`config.mk`:
```
export PLATFORM = sky130hd
export DESIGN_NAME = mul_issue_ctrl
export DESIGN_NICKNAME = d
export VERILOG_FILES = /design/src/rtl/mul_issue_ctrl.sv
export SDC_FILE = /design/constraint.sdc
export NUM_CORES = 1
export LEC_CHECK = 0
export CORE_ASPECT_RATIO = 2
export CORE_MARGIN = 2
export CORE_UTILIZATION = 55
export CTS_BUF_LIST = sky130_fd_sc_hd__clkbuf_8
export DETAILED_ROUTE_END_ITERATION = 8
export PLACE_DENSITY = 0.9
export SYNTH_ARGS = -nofsm -noshare
export SYNTH_HDL_FRONTEND = slang
export SYNTH_SLANG_ARGS = --single-unit
```
`constraint.sdc`:
```
create_clock -name clk_i -period 4.85 [get_ports clk_i]
set_input_delay 1.2125 -clock clk_i [delete_from_list [all_inputs] [get_ports clk_i]]
set_output_delay 1.2125 -clock clk_i [all_outputs]
set_load 0.005 [all_outputs]
```
`src/rtl/mul_issue_ctrl.sv`:
```
// Issue-side scheduler for the fixed-latency multiplier and the single-cycle ALU path.
// Tracks in-flight multiplies by age and stalls decode on RAW/WAW hazards and write-port collisions.
package params_pkg;
  localparam int REGISTER_WIDTH = 5;
endpackage

module mul_issue_ctrl #(
  parameter int REGISTER_WIDTH = params_pkg::REGISTER_WIDTH,
  parameter int MUL_LAT        = 5,
  parameter int ALU_LAT        = 1,
  parameter int ZERO_REG_HW    = 1,
  localparam int CNT_W         = $clog2(MUL_LAT + 1)
) (
  input  logic                      clk_i,
  input  logic                      rst_i,
  input  logic                      req_valid_i,
  input  logic                      req_is_mul_i,
  input  logic [REGISTER_WIDTH-1:0] req_rs1_i,
  input  logic                      req_rs1_used_i,
  input  logic [REGISTER_WIDTH-1:0] req_rs2_i,
  input  logic                      req_rs2_used_i,
  input  logic [REGISTER_WIDTH-1:0] req_rd_i,
  input  logic                      req_rd_wr_i,
  output logic                      stall_o,
  output logic                      issue_o,
  output logic                      mul_valid_o,
  output logic                      wb_mul_o,
  output logic [CNT_W-1:0]          inflight_cnt_o,
  output logic                      busy_o
);

  // An ALU op issued now lands on the write port in the same cycle as the mul at this age.
  localparam int COL_AGE = MUL_LAT - ALU_LAT;

  logic [MUL_LAT:1]          v_reg;
  logic [MUL_LAT:1]          wr_reg;
  logic [REGISTER_WIDTH-1:0] rd_reg [1:MUL_LAT];
  logic [CNT_W-1:0]          cnt_reg;

  logic [MUL_LAT:1] live;
  logic [MUL_LAT:1] rs1_hit;
  logic [MUL_LAT:1] rs2_hit;
  logic [MUL_LAT:1] rd_hit;
  logic             rs1_zero;
  logic             rs2_zero;
  logic             rd_zero;
  logic             raw;
  logic             waw;
  logic             collision;

  assign live     = v_reg & wr_reg;
  assign rs1_zero = (ZERO_REG_HW != 0) && (req_rs1_i == '0);
  assign rs2_zero = (ZERO_REG_HW != 0) && (req_rs2_i == '0);
  assign rd_zero  = (ZERO_REG_HW != 0) && (req_rd_i == '0);

  genvar gi;
  generate
    for (gi = 1; gi <= MUL_LAT; gi++) begin : g_match
      assign rs1_hit[gi] = live[gi] && (rd_reg[gi] == req_rs1_i) && !rs1_zero;
      assign rs2_hit[gi] = live[gi] && (rd_reg[gi] == req_rs2_i) && !rs2_zero;
      assign rd_hit[gi]  = live[gi] && (rd_reg[gi] == req_rd_i)  && !rd_zero;
    end
  endgenerate

  // Mul-after-mul WAW is safe: the pipeline retires in issue order.
  assign raw       = (req_rs1_used_i && (|rs1_hit)) || (req_rs2_used_i && (|rs2_hit));
  assign waw       = !req_is_mul_i && req_rd_wr_i && (|rd_hit);
  assign collision = !req_is_mul_i && req_rd_wr_i && live[COL_AGE];

  assign stall_o     = req_valid_i && (raw || waw || collision);
  assign issue_o     = req_valid_i && !stall_o;
  assign mul_valid_o = issue_o && req_is_mul_i;

  always_ff @(posedge clk_i or negedge rst_i) begin
    if (!rst_i) begin
      v_reg  <= '0;
      wr_reg <= '0;
      for (int i = 1; i <= MUL_LAT; i++) begin
        rd_reg[i] <= '0;
      end
    end else begin
      v_reg     <= {v_reg[MUL_LAT-1:1], mul_valid_o};
      wr_reg    <= {wr_reg[MUL_LAT-1:1], req_rd_wr_i};
      rd_reg[1] <= req_rd_i;
      for (int i = 2; i <= MUL_LAT; i++) begin
        rd_reg[i] <= rd_reg[i-1];
      end
    end
  end

  always_ff @(posedge clk_i or negedge rst_i) begin
    if (!rst_i) begin
      cnt_reg <= '0;
    end else begin
      cnt_reg <= cnt_reg + CNT_W'(mul_valid_o) - CNT_W'(v_reg[MUL_LAT]);
    end
  end

  assign wb_mul_o       = live[MUL_LAT];
  assign inflight_cnt_o = cnt_reg;
  assign busy_o         = (cnt_reg != '0);

endmodule
```
# --- Word-level counts from Yosys, hierarchy flattened ---
# Index checks and enable logic that the tools add are counted.
word_totals:
  inputBits: 22
  elab_cells: 79
  ramBits: 0
  latchBits: 0
  romBits: 0
  ff_bits: 38
  output_inout_bits: 8
  memories: 0
op_classes:
  add_sub_neg: 2
  n_reduce_logical: 53
  bitwise: 1
  order_cmp: 0
  mux: 0
  shift: 0
  n_eq_ne: 15
  multipliers: 0
  div: 0
ops:
  columns: ["operator", "count"]
  rows:
  - ["$eq A5 B5 Y1", 15]
  - ["$logic_and A1 B1 Y1", 38]
  - ["$logic_not A5 Y1", 3]
  - ["$reduce_or A5 Y1", 3]
  - ["$and A5 B5 Y5", 1]
  - ["$logic_not A1 Y1", 5]
  - ["$add A3 B1 Y3", 1]
  - ["$logic_or A1 B1 Y1", 3]
  - ["$reduce_bool A3 Y1", 1]
  - ["$sub A3 B1 Y3", 1]

# --- Depth between registers and ports, before layout ---
depth:
  ltp_word: 14
  ltp_mapped: 11
  ltp_nobuf: 10

# --- Worst setup path after synthesis ---
# No wires, ideal clock.
synth_path:
  path_kind: "in2out"
  from: "in req_rd_i[3]"
  to: "out stall_o"
  arrival_time_ns: 2.457
  path_stages: 7
  required_ns: 3.638
  path_buffers: 1
  path_slack_ns: 1.181
  cell_sequence: "buf_2 > inv_1 > a221o_1 > nor4_1 > nor4_1 > nor4b_2 > o31a_1"
synth_via:
  elab_chain_cells: 8
  elab_cells_between_ends: 22
  classes_between: "5 x eq/ne; 17 x reduce/logical"
synth_rtl:
  columns: ["element", "line_no", "rtl"]
  rows:
  - ["start: declaration", "22", "input logic [REGISTER_WIDTH-1:0] req_rd_i,"]
  - ["$eq A5 B5 Y1 or $logic_not A5 Y1 (tied branches)", "61, 54", null]
  - ["$logic_and A1 B1 Y1 or $logic_not A1 Y1 (tied branches)", "61", "assign rd_hit[gi] = live[gi] && (rd_reg[gi] == req_rd_i) && !rd_zero;"]
  - ["$logic_and A1 B1 Y1", "61", null]
  - ["$reduce_or A5 Y1 *", "67", "assign waw = !req_is_mul_i && req_rd_wr_i && (|rd_hit);"]
  - ["$logic_and A1 B1 Y1 *", "67", null]
  - ["$logic_or A1 B1 Y1 * (2 in series)", "70", "assign stall_o = req_valid_i && (raw || waw || collision);"]
  - ["$logic_and A1 B1 Y1 *", "70", null]
  - ["end: declaration", "24", "output logic stall_o,"]
# Mark *: on every way between the ends. The rest lies on a longest branch, timed or not.

# --- Worst setup path after layout ---
layout_path:
  from: "in req_rs2_i[1]"
  to: "out stall_o"
layout_via:
  elab_chain_cells: 9
  elab_cells_between_ends: 23
  classes_between: "5 x eq/ne; 18 x reduce/logical"
layout_rtl:
  columns: ["element", "line_no", "rtl"]
  rows:
  - ["start: declaration", "20", "input logic [REGISTER_WIDTH-1:0] req_rs2_i,"]
  - ["$eq A5 B5 Y1 or $logic_not A5 Y1 (tied branches)", "60, 53", null]
  - ["$logic_and A1 B1 Y1 or $logic_not A1 Y1 (tied branches)", "60", "assign rs2_hit[gi] = live[gi] && (rd_reg[gi] == req_rs2_i) && !rs2_zero;"]
  - ["$logic_and A1 B1 Y1", "60", null]
  - ["$reduce_or A5 Y1 *", "66", "assign raw = (req_rs1_used_i && (|rs1_hit)) || (req_rs2_used_i && (|rs2_hit));"]
  - ["$logic_and A1 B1 Y1 *", "66", null]
  - ["$logic_or A1 B1 Y1 *", "66", null]
  - ["$logic_or A1 B1 Y1 * (2 in series)", "70", null]
  - ["$logic_and A1 B1 Y1 *", "70", null]
# Marks and branches as above.

==> out/results.tsv <==
stage	metric	value	unit
worst_hold_path	Hold Crit Class	reg -> reg	
setup_path	critical path capture point type	output pin	
grt	grt peak-use layer	met2	
timing	Layout Skew	0.00620	ns
placement	placed cell area	0.00237	mm2
yosys	Syn Inst Count	185	
power	Cell Pwr Density	319	mW/mm2
die	Die X	46.9	um
yosys	largest cells by area after synthesis	dfrtp_1, xnor2_1, xor2_1	
power	sequential power share	47.9	%
placement	post-DP HPWL	3.56	mm
yosys	largest family of logic cells by synthesized area	XOR/XNOR gates	
timing	fin. max-slew vios	0	
setup_path	CP Max Fanout	4	
power	Logic pwr share	24.9	%
yosys	Yosys top cell by area	dfrtp_1	
timing	top achievable clock speed	211	MHz
timing	Tcrit/Tclk final	97.6	%
finish	P&R area growth vs syn	24.1	%
detailed_routing	DR pass1 iterations	4	
clock_network	Clock transition at path regs	0.07	ns
setup_path	CP Class	in -> out	
yosys	Adder-Cell Fraction of Synth Area	2.23	%
setup_path	CP Launch Type	input pin	
placement	placer congestion estimate	0.930	
yosys	post-synthesis xor/xnor area fraction	29.4	%
yosys	Post-Syn Area	0.00202	mm2
finish	final net count	241	
run_status	status	complete, no violations	
finish	Largest register FFs	25	
timing	max_slew headroom	45.5	%
yosys	Simple-Gate Fraction of Synth Area	12.5	%
clock_network	Root Buffer	clkbuf_8	
yosys	top cell type's share of synthesized area	47.0	%
finish	fillers	271	
clock_network	H-tree depth	2	
clock_network	clock buffer depth	2	
clock_network	post-cts resize count	0	
yosys	sequential area share after synthesis	47.0	%
timing	Slew @ Worst Pin	0.817	ns
finish	multi-input combinational cell area	0.00101	mm2
clock_network	# hold bufs at CTS	0	
detailed_routing	overall routed net length	5.03	mm
detailed_routing	Vias	1525	
die	Core Box Area	0.00357	mm2
die	height of the die	89.8	um
power	internal power	0.570	mW
die	Die ar.	0.00421	mm2
grt	first-pass GRT wire length	7.63	mm
timing	Setup Viol. Count Final	0	
setup_path	Worst Path Arrival	3.52	ns
yosys	Syn Area/Cell	10.9	um2
finish	design area	0.00251	mm2
timing	TNS Setup	0	ns
detailed_routing	DRT iter0 DRCs	85	
yosys	post-synthesis mux area share	0	%
die	Starting Density	56.7	%
clock_network	CTS tree	yes	
grt	met2 GRT Util	42.6	%
finish	fraction of layout cells with a size suffix above 1	11.5	%
grt	GRT Total Usage	25.7	%
yosys	number of synthesized register bits	38	
power	clock share of power	27.3	%
finish	Register Area	951	um2
clock_network	CTS sink cnt	38	
grt	global routing usage on met3	3.41	%
clock_network	CTS buffer count	5	
yosys	compound-cell area share of the yosys netlist	3.96	%
die	Rows	31	
timing	RSZ-0062 raised after global routing	false	
clock_network	clk_lat worst skew	0.29	ns
detailed_routing	Avg WL per Cell	18.9	um
power	Peak VDD IR	244	uV
timing	fin crit period	4.74	ns
clock_network	Post-CTS Setup Bufs	0	
timing	final hold vios	0	
detailed_routing	Vias/cell	5.73	
power	Switching Share	28.7	%
flow_run	max-cap violations	0	
yosys	YS warnings	0	
yosys	Distinct cells, synth	27	
detailed_routing	Final ANT Viol Nets	0	
detailed_routing	drc violations	0	
finish	Ant. Diodes	0	
setup_path	CP required	3.64	ns
die	I/O Pins	30	
power	Final Power	0.800	mW
power	P_leak	1.01	nW
grt	grt total ovfl	0	
yosys	syn_nets	210	
grt	number of global-route vias before repair	1545	
placement	Port Buffers	29	
power	P_sw	0.230	mW
grt	largest net degree at the start of global routing	39	
grt	initial antenna violation count	0	
grt	met1 Use GR	30.9	%
metal layers:
metal / part of all wire [%] / wire length (um)
met5: 0 / 0
met4: 4.3 / 214
met3: 4.0 / 202
met2: 56 / 2810
met1: 36 / 1790
layout by cell type, fill, tap and decap left out:
cell type	netlist	routed
nor3_2	0	1
ha_1	2	2
clkbuf_8	0	6
nor2_1	3	3
nor4b_2	2	1
inv_2	1	1
nor4b_1	1	1
buf_4	0	9
a21oi_2	0	1
o31a_1	1	1
xor2_1	19	19
buf_2	13	1
nand2_1	7	7
o31ai_1	1	1
nor3_1	11	10
clkinv_2	0	1
xnor2_2	0	1
xnor2_1	49	48
nand4_1	11	11
nor4b_4	0	1
a31oi_2	0	2
or4_1	2	2
dlymetal6s2s_1	0	5
nor4_1	4	4
a221o_1	1	1
fa_1	1	1
o221ai_1	2	2
or3_1	2	2
o21ai_1	1	2
a221oi_1	1	1
clkdlybuf4s50_1	0	23
inv_1	7	8
dfrtp_1	38	38
per-stage QoR:
step | hold slack (ns) | worst slack (ns) | util (%) | instances
6_report | 0.373 | 0.115 | 70.3 | 266
5_1_grt | 0.391 | 0.00255 | 70.3 | 266
4_1_cts | 0.374 | 0.0568 | 68.9 | 266
3_5_place_dp | 0.358 | 0.0564 | 66.4 | 258
3_3_place_gp | 0.356 | 0.100 | 66.4 | 258
2_1_floorplan | 0.354 | 1.18 | - | 185
power groups by stage:
stage          logic, mW  registers [mW]  clock network, mW
3_3_place_gp       0.181           0.384                  0
4_1_cts            0.189           0.381              0.222
5_1_grt            0.218           0.386              0.235
2_1_floorplan      0.107           0.379                  0
3_5_place_dp       0.188           0.387                  0
6_report           0.199           0.383              0.218
final timing paths:
| kind | from | end | slack, ns | cells after the start |
|---|---|---|---|---|
| max in group asynchronous | rst_i | wr_reg[1]$_DFF_PN0_ | 3.32 | 1 |
| worst min-delay path | v_reg[1]$_DFF_PN0_ | v_reg[2]$_DFF_PN0_ | 0.37 | 0 |
| min in group asynchronous | rst_i | rd_reg[8]$_DFF_PN0_ | 1.01 | 1 |
| worst min register to register | v_reg[1]$_DFF_PN0_ | v_reg[2]$_DFF_PN0_ | 0.37 | 0 |
| worst max register to register | rd_reg[3]$_DFF_PN0_ | inflight_cnt_o[1]$_DFF_PN0_ | 2.29 | 10 |
| worst max-delay path | req_rs2_i[1] | stall_o | 0.11 | 9 |
cells in the mapped netlist:
| cell type | number |
|---|---|
| o31a_1 | 1 |
| a31oi_1 | 2 |
| o221ai_1 | 2 |
| ha_1 | 2 |
| o21ai_0 | 1 |
| a221oi_1 | 1 |
| nand2_1 | 7 |
| xnor2_1 | 49 |
| a21oi_1 | 1 |
| or4_1 | 2 |
| nor4b_1 | 1 |
| xor2_1 | 19 |
| nor4_1 | 4 |
| or3_1 | 2 |
| o21ai_1 | 1 |
| nor3_1 | 11 |
| inv_1 | 7 |
| nor2_1 | 3 |
| nand4_1 | 11 |
| fa_1 | 1 |
| inv_2 | 1 |
| o31ai_1 | 1 |
| dfrtp_1 | 38 |
| nor4b_2 | 2 |
| buf_2 | 13 |
| clkbuf_1 | 1 |
| a221o_1 | 1 |
worst max-delay path, stage by stage:
cell and delay (ns):
clkdlybuf4s50_1 0.59, buf_4 0.18, xnor2_1 0.12, nand4_1 0.15
nor3_1 0.25, nor2_1 0.11, a31oi_2 0.25, o31a_1 0.16
clkdlybuf4s50_1 0.49
cell type report:
type / instances / area share, %
multi-input combinational: 125 / 40.3
clock inverter: 2 / 0.349
clock buffer: 6 / 3.29
tap: 49 / 2.44
inverter: 8 / 1.20
timing repair buffer: 38 / 14.6
sequential: 38 / 37.9
logic make-up (layout without fill, tap and decap cells):
group	after synthesis	in the layout
flops	38	38
simple gates	43	43
xor+xnor	68	68
fa+ha+maj	3	3
buf+inv	22	54
compound gates	11	11
No activity file was read; power rests on OpenSTA's default activity.
